**config.mk**
```make
export PLATFORM = sky130hd
export DESIGN_NAME = qif_synapse_driver
export DESIGN_NICKNAME = d
export VERILOG_FILES = /design/src/rtl/qif_pkg.sv /design/src/rtl/qif_decay_step.sv /design/src/rtl/qif_synapse_driver.sv
export SDC_FILE = /design/constraint.sdc
export NUM_CORES = 1
export LEC_CHECK = 0
export CORE_ASPECT_RATIO = 0.6
export CORE_MARGIN = 2
export CORE_UTILIZATION = 35
export DETAILED_ROUTE_END_ITERATION = 8
export PLACE_DENSITY = 0.64
export SLEW_MARGIN = 15
export SYNTH_ARGS = -nofsm -noshare
export SYNTH_HDL_FRONTEND = slang
export SYNTH_SLANG_ARGS = --single-unit
```
**constraint.sdc**
```tcl
create_clock -name clk -period 5.8 [get_ports clk]
set_input_delay 1.16 -clock clk [delete_from_list [all_inputs] [get_ports clk]]
set_output_delay 1.16 -clock clk [all_outputs]
set_load 0.05 [all_outputs]
```
**src/rtl/qif_pkg.sv**
```systemverilog
// qif_pkg: shared state encoding, datapath width and saturation helper for the QIF neuron blocks.
package qif_pkg;
    typedef enum logic [1:0] {OFF, RUN, DRAIN} qif_state_e;
    localparam int QIF_W = 8;
    localparam logic signed [QIF_W-1:0] QIF_MAX = {1'b0, {(QIF_W-1){1'b1}}};
    localparam logic signed [QIF_W-1:0] QIF_MIN = {1'b1, {(QIF_W-1){1'b0}}};
    // Overflow shows as disagreement between the two top bits of the widened sum.
    function automatic logic signed [QIF_W-1:0] sat_add(input logic signed [QIF_W:0] s);
        return (s[QIF_W] != s[QIF_W-1]) ? (s[QIF_W] ? QIF_MIN : QIF_MAX) : s[QIF_W-1:0];
    endfunction
endpackage

```
**src/rtl/qif_decay_step.sv**
```systemverilog
// qif_decay_step: one exponential decay step I - (I >>> SHIFT).
// Small positive values step by one so they still reach zero; negatives settle via -1 >>> s = -1.
module qif_decay_step #(
    parameter int W     = 8,
    parameter int SHIFT = 3
) (
    input  logic signed [W-1:0] cur_i,
    output logic signed [W-1:0] dec_o
);
    logic signed [W-1:0] d_raw, d;
    assign d_raw = cur_i >>> SHIFT;
    assign d     = (d_raw == '0 && cur_i != '0) ? W'(1) : d_raw;
    assign dec_o = cur_i - d;
endmodule

```
**src/rtl/qif_synapse_driver.sv**
```systemverilog
// qif_synapse_driver: accumulates weighted spike events into a saturating, periodically decaying
// synaptic current, and drains it to zero on disable before going idle.
module qif_synapse_driver
    import qif_pkg::*;
#(
    parameter int W            = QIF_W,
    parameter int DECAY_SHIFT  = 3,
    parameter int DECAY_PERIOD = 4
) (
    input  logic                clk,
    input  logic                rst_n,
    input  logic                enable,
    input  logic                spike_valid,
    input  logic signed [W-1:0] spike_weight,
    output logic                spike_ready,
    output logic signed [W-1:0] I_syn,
    output logic                busy
);
    localparam int CW = DECAY_PERIOD > 1 ? $clog2(DECAY_PERIOD) : 1;
    qif_state_e          state_q, state_d;
    logic [CW-1:0]       cnt_q, cnt_d;
    logic signed [W-1:0] cur_q, cur_d, dec, decayed;
    logic signed [W:0]   sum;
    logic                tick, accept;

    qif_decay_step #(.W(W), .SHIFT(DECAY_SHIFT)) u_decay (.cur_i(cur_q), .dec_o(dec));

    assign tick        = cnt_q == CW'(DECAY_PERIOD - 1);
    assign spike_ready = state_q == RUN;
    assign busy        = state_q != OFF;
    assign accept      = spike_valid && spike_ready;
    assign I_syn       = cur_q;
    // Decay acts on the old current first; the weight is added afterwards at W+1 bits.
    assign decayed     = tick ? dec : cur_q;
    assign sum         = {decayed[W-1], decayed} + (accept ? {spike_weight[W-1], spike_weight} : '0);

    always_comb begin
        state_d = state_q;
        cnt_d   = '0;
        cur_d   = '0;
        if (enable) state_d = RUN;
        else if (state_q == RUN) state_d = DRAIN;
        else if (cur_q == '0) state_d = OFF;
        if (state_q != OFF) begin
            cnt_d = tick ? '0 : cnt_q + 1'b1;
            cur_d = sat_add(sum);
        end
    end

    always_ff @(posedge clk or negedge rst_n) begin
        if (!rst_n) begin
            state_q <= OFF;
            cnt_q   <= '0;
            cur_q   <= '0;
        end else begin
            state_q <= state_d;
            cnt_q   <= cnt_d;
            cur_q   <= cur_d;
        end
    end
endmodule

```
==> impl_metrics.py, run 1 <==
metrics = {
    "outcome": {
        "status": "complete, no violations",
    },
    "grt": {
        "grt_max_degree": 21,
        "antenna_found_initial": 0,
        "grt_usage": 0.171,
        "grt_pass1_vias": 1171,
        "grt_pass1_wl_um": 5470,
        "overflow": 0,
    },
    "floorplan": {
        "die_w_um": 82.5,
        "rows": 17,
        "start_util": 0.360,
        "ios": 22,
        "dieArea_um2": 4210,
        "core_um2": 3590,
        "die_y_um": 51.1,
    },
    "pwr": {
        "cellLeakagePower_uw": 0.000745,
        "ir_drop_mv": 0.329,
        "p_per_area_nw_per_um2": 635,
    },
    "critical_path": {
        "critPathLaunch": "I_syn[7]",
        "ff2ff_path_depth": 19,
        "worstReg2RegEnd": "I_syn[1]",
        "reg2reg_from": "I_syn[7]",
        "cp_max_fo": 7,
        "rrSetupSlack_ns": 1.55,
        "critical_path_class": "reg2reg",
        "cp.required_ns": 5.90,
        "crit_arrival_ns": 4.35,
        "start_kind": "flip-flop",
        "critPathCaptureType": "flip-flop",
    },
    "synth": {
        "synth-seq-cells": 12,
        "async_reset_ff_frac": 1.00,
        "synth_ff_type": "dfrtp_1",
        "synthTopCellsByArea": "dfrtp_1, ha_1, a21oi_1, and3_1, inv_1",
        "synth_fp_nets": 183,
        "muxShareOfSynthArea": 0.0329,
        "avgSynthCellArea_um2": 8.50,
        "synth_edf_count": 0,
        "synth_top_cell_by_area": "dfrtp_1",
        "ys_seq_area_frac": 0.232,
        "synth_cell_type_count": 40,
        "yosys.area_share.simple": 0.213,
        "yosys.cell_count.top_type": "ha_1",
        "synth_cells": 152,
        "yosysWarnings": 0,
        "synth_xor_area_frac": 0.0542,
        "yosysTopAreaCellShare": 0.232,
        "synthAdderAreaFrac": 0.196,
        "ys_top_cells_by_count": "ha_1, inv_1, a21oi_1, nor2_1, dfrtp_1",
        "syn-cell-area_um2": 1290,
        "synth-compound-area-share": 0.214,
        "synth_top_family_by_area": "compound AO/OA/AOI/OAI gates",
    },
    "min_path": {
        "min_to": "cnt_q[0]",
        "hp-start": "cnt_q[0]",
        "hold_path.class": "reg2reg",
        "min_path_cells": 1,
    },
    "final_layout": {
        "syn_to_final_growth_pct": 23.6,
        "utilization": 0.444,
        "layout-drive-gt1-share": 0.0930,
        "fin_nets": 204,
        "diodes": 0,
    },
    "timing": {
        "fin_crit_sh": 0.732,
        "period_minus_slack_ns": 4.25,
        "skew_ns": 0.00417,
        "hold_viol": 0,
        "fin_tns_setup_ns": 0,
        "final_max_slew_viol_count": 0,
        "max_freq_mhz": 236,
        "worst_slew_margin_rel": 0.543,
        "worst_pin_slew_ns": 0.686,
        "finalSetupViolations": 0,
        "rsz0062_at_grt": "no",
    },
    "clock_network": {
        "cts_resized": 0,
        "cts_buffer_depth": 2,
        "cts-root-buf": "clkbuf_8",
        "cts_num_sinks": 12,
        "numCtsBuffers": 3,
        "post-cts-setup-buffers": 0,
        "htree_num_levels": 1,
        "cts_tree": "yes",
        "insertion_delay_ns": 0.24,
        "clk_pin_slew_ns": 0.05,
        "ctsHoldBuffers": 0,
    },
    "detailed_routing": {
        "drtIter0Drc": 47,
        "viasPerCell": 5.32,
        "wirelength_um": 3340,
        "via_count": 1166,
        "drc": 0,
        "drtAntennaViolNets": 0,
        "wl_per_cell_um": 15.2,
        "first_pass_iters": 4,
    },
    "flow_run": {
        "cap_violations": 0,
    },
    "placed_design": {
        "portBuffers": 21,
        "gp_congestion": 0.878,
        "dpl.hpwl_um": 2730,
    },
}
## critical path: stages (launching register included)
cell,delay (ns)
dfrtp_1,0.40
inv_1,0.16
ha_1,0.19
or4b_1,0.47
a41o_1,0.25
ha_1,0.20
fa_1,0.42
nor2b_1,0.13
o21ai_0,0.08
nand2b_1,0.12
xor2_1,0.17
nand2_1,0.07
o21ai_0,0.13
ha_1,0.32
a21oi_2,0.22
o221ai_2,0.14
o21ai_2,0.28
o21ai_4,0.14
a21oi_1,0.17
nor2_1,0.06
## layer usage
| layer | global-route usage | wire, um | vias up |
|---|---|---|---|
| li1 | - | - | 580 |
| met5 | 0 | 0 | - |
| met1 | 0.250 | 1660 | 548 |
| met2 | 0.263 | 1520 | 34 |
| met3 | 0.0318 | 128 | 4 |
| met4 | 0.0333 | 28 | 0 |
## where the power goes
| part | switching, uW | internal, uW |
|---|---|---|
| combinational | 469 | 301 |
| clock | 31.2 | 60.0 |
| sequential | 36.9 | 117 |
## worst max-delay path by stage
stage               cells after the start  endpoint
finish                                 19  I_syn[1]
global route                           19  I_syn[5]
CTS                                    19  I_syn[1]
detailed placement                     19  I_syn[1]
global placement                       19  I_syn[1]
floorplan                              19  I_syn[0]
## metrics by stage
| stage | setup WS, ns | hold WS [ns] | area, um^2 | cells | total power (uW) |
|---|---|---|---|---|---|
| final | 1.55 | 0.453 | 1600 | 219 | 1010 |
| after global routing | 1.26 | 0.470 | 1600 | 219 | 1110 |
| after detailed placement | 1.62 | 0.442 | 1540 | 215 | 913 |
| after CTS | 1.58 | 0.449 | 1600 | 219 | 1010 |
| after global placement | 1.68 | 0.425 | 1540 | 215 | 885 |
| after floorplan | 1.79 | 0.415 | 1290 | 152 | 731 |
## layout by cell type, fill, tap and decap left out, drive strengths merged, types with 3 or more instances in the layout
master,netlist,layout
dfrtp,12,12
inv,15,15
a21oi,15,15
nand2,9,9
o21ai,10,10
ha,17,17
and3,9,9
nor2b,4,4
clkbuf,4,4
xnor2,3,3
clkdlybuf4s50,0,21
o211ai,3,3
xor2,5,5
nor2,14,14
nor3,3,3
## state kept, by name (all words and copies together), names as in the netlist
| signal | cells |
|---|---|
| cnt_q | 2 |
| I_syn | 8 |
| state_q | 2 |
## layout make-up
type                    instances  area [um^2]
multi-input cells             120          917
inverters                      15         56.3
repair buffers                 21          210
fillers                       351         2000
clock buffers                   4         55.1
flip-flops and latches         12          300
well taps                      47         58.8
## kinds of logic (layout without fill, tap and decap cells)
family	after synthesis	after routing
AO/OA/AOI/OAI	39	39
AND/OR/NAND/NOR	50	50
buffers and inverters	20	40
XOR/XNOR	8	8
multiplexers	4	4
flip-flops	12	12
adder cells (fa/ha/maj)	19	19
(Power assumes the default switching activity.)
==> run 2, diff against run 1 <==
==> constraint.sdc (replaced) <==
create_clock -name clk -period 4.35 [get_ports clk]
set_input_delay 0.87 -clock clk [delete_from_list [all_inputs] [get_ports clk]]
set_output_delay 0.87 -clock clk [all_outputs]
set_load 0.05 [all_outputs]
==> impl_metrics.py, run 2 (synthesized netlist as in run 1, its figures left out) <==
metrics = {
    "detailed_routing": {
        "via_count": 1205,
        "wl_per_cell_um": 15.0,
        "drc": 0,
        "first_pass_iters": 6,
        "drtIter0Drc": 42,
        "drtAntennaViolNets": 0,
        "viasPerCell": 5.36,
        "wirelength_um": 3380,
    },
    "floorplan": {
        "die_w_um": 82.5,
        "core_um2": 3590,
        "dieArea_um2": 4210,
        "rows": 17,
        "die_y_um": 51.1,
        "start_util": 0.360,
        "ios": 22,
    },
    "min_path": {
        "hold_path.class": "reg2reg",
    },
    "clock_network": {
        "insertion_delay_ns": 0.24,
        "cts_buffer_depth": 2,
        "cts-root-buf": "clkbuf_8",
        "htree_num_levels": 1,
        "numCtsBuffers": 3,
        "cts_tree": "yes",
        "cts_num_sinks": 12,
        "clk_pin_slew_ns": 0.05,
    },
    "flow_run": {
        "cap_violations": 0,
    },
    "timing": {
        "fin_crit_sh": 0.939,
        "worst_pin_slew_ns": 0.682,
        "rsz0062_at_grt": "no",
        "holdWs_ns": 0.436,
        "fin_tns_setup_ns": 0,
        "skew_ns": 0.00341,
        "worst_slew_margin_rel": 0.544,
        "hold_viol": 0,
        "max_freq_mhz": 245,
        "finalSetupViolations": 0,
        "final_max_slew_viol_count": 0,
        "setup_slack_ns": 0.267,
        "period_minus_slack_ns": 4.08,
    },
    "critical_path": {
        "crit_arrival_ns": 4.18,
        "cp.required_ns": 4.44,
        "critPathCaptureType": "flip-flop",
        "critical_path_class": "reg2reg",
        "cp_max_fo": 7,
        "start_kind": "flip-flop",
    },
    "placed_design": {
        "portBuffers": 21,
        "gp_congestion": 0.773,
        "dp_slack_ns": 0.156,
        "dpl.hpwl_um": 2720,
    },
    "pwr": {
        "p_per_area_nw_per_um2": 851,
        "ir_drop_mv": 0.361,
        "cellLeakagePower_uw": 0.000773,
        "p_total_uw": 1420,
    },
    "grt": {
        "grt_pass1_wl_um": 5410,
        "grt_max_degree": 21,
        "antenna_found_initial": 0,
        "grt_pass1_vias": 1166,
        "grt_usage": 0.171,
        "overflow": 0,
    },
    "final_layout": {
        "final_cell_mix": "clkdlybuf4s50_1, ha_1, a21oi_1, nor2_1, inv_1",
        "layout_commonest_cell": "clkdlybuf4s50_1",
        "fillers": 349,
        "utilization": 0.463,
        "syn_to_final_growth_pct": 28.8,
        "fin_nets": 210,
        "diodes": 0,
        "layout-drive-gt1-share": 0.157,
        "largest_register_ffs": 8,
    },
    "outcome": {
        "status": "complete, no violations",
    },
}
-- run 2: report_power, final --
group          total (uW)  switching (uW)  internal [uW]
combinational        1100             647            449
clock                 118            38.5           79.7
sequential            203            47.4            156
-- run 2: final cells by class --
class	instances	area, um^2	share of cell area
multi-input combinational	120	940	0.564
sequential	12	300	0.180
timing repair buffer	27	255	0.153
tap	47	58.8	0.0353
inverter	15	56.3	0.0338
clock buffer	4	55.1	0.0331
-- run 2: worst max-delay path, cell delays in order (launching register included) --
cell and delay, ns:
dfrtp_1 0.41, inv_2 0.10, ha_1 0.14, or4b_4 0.46
a41o_1 0.25, ha_2 0.19, fa_2 0.39, nor2b_1 0.11
o21ai_0 0.08, nand2b_1 0.13, a21oi_1 0.10, nand4_1 0.10
o211ai_1 0.14, ha_1 0.26, or3b_1 0.44, a2bb2oi_2 0.18
o21ai_4 0.10, o21ai_4 0.12, a21oi_1 0.19, nor2_1 0.05
-- run 2: final timing paths --
kind | end | startpoint | depth (start not counted) | slack, ns
worst max-delay path | I_syn[0] | I_syn[7] | 19 | 0.27
worst min-delay path | cnt_q[0] | cnt_q[0] | 1 | 0.44
worst max register to register | I_syn[0] | I_syn[7] | 19 | 0.27
worst min register to register | cnt_q[0] | cnt_q[0] | 1 | 0.44
max in group asynchronous | I_syn[1] | rst_n | 1 | 3.02
min in group asynchronous | cnt_q[0] | rst_n | 1 | 0.98
-- run 2: layer usage --
layer / global-route usage / wire length [um] / up-vias
met3: 0.0389 / 122 / 4
met2: 0.273 / 1550 / 29
met5: 0 / 0 / -
met4: 0.0333 / 21 / 0
li1: - / - / 598
met1: 0.237 / 1680 / 574
-- run 2: timing repair --
item                                    4_1_cts  5_1_grt
buffers inserted                              0        6
endpoints found under the setup margin        0        7
hold buffers                                  0        0
resized for setup                             0        8
-- run 2: stage by stage --
stage               instances  area (um^2)
global placement          215         1540
global route              225         1670
detailed placement        215         1540
floorplan                 152         1290
finish                    225         1670
CTS                       219         1600
==> run 3, diff against run 2 <==
--- a/config.mk
+++ b/config.mk
@@ -10,6 +10,7 @@
 export CORE_UTILIZATION = 35
 export DETAILED_ROUTE_END_ITERATION = 8
 export PLACE_DENSITY = 0.64
+export SKIP_CTS_REPAIR_TIMING = 1
 export SLEW_MARGIN = 15
 export SYNTH_ARGS = -nofsm -noshare
 export SYNTH_HDL_FRONTEND = slang
==> results of run 3 <==
Same layout as run 2: the final DEF is identical, and so are final timing and power.
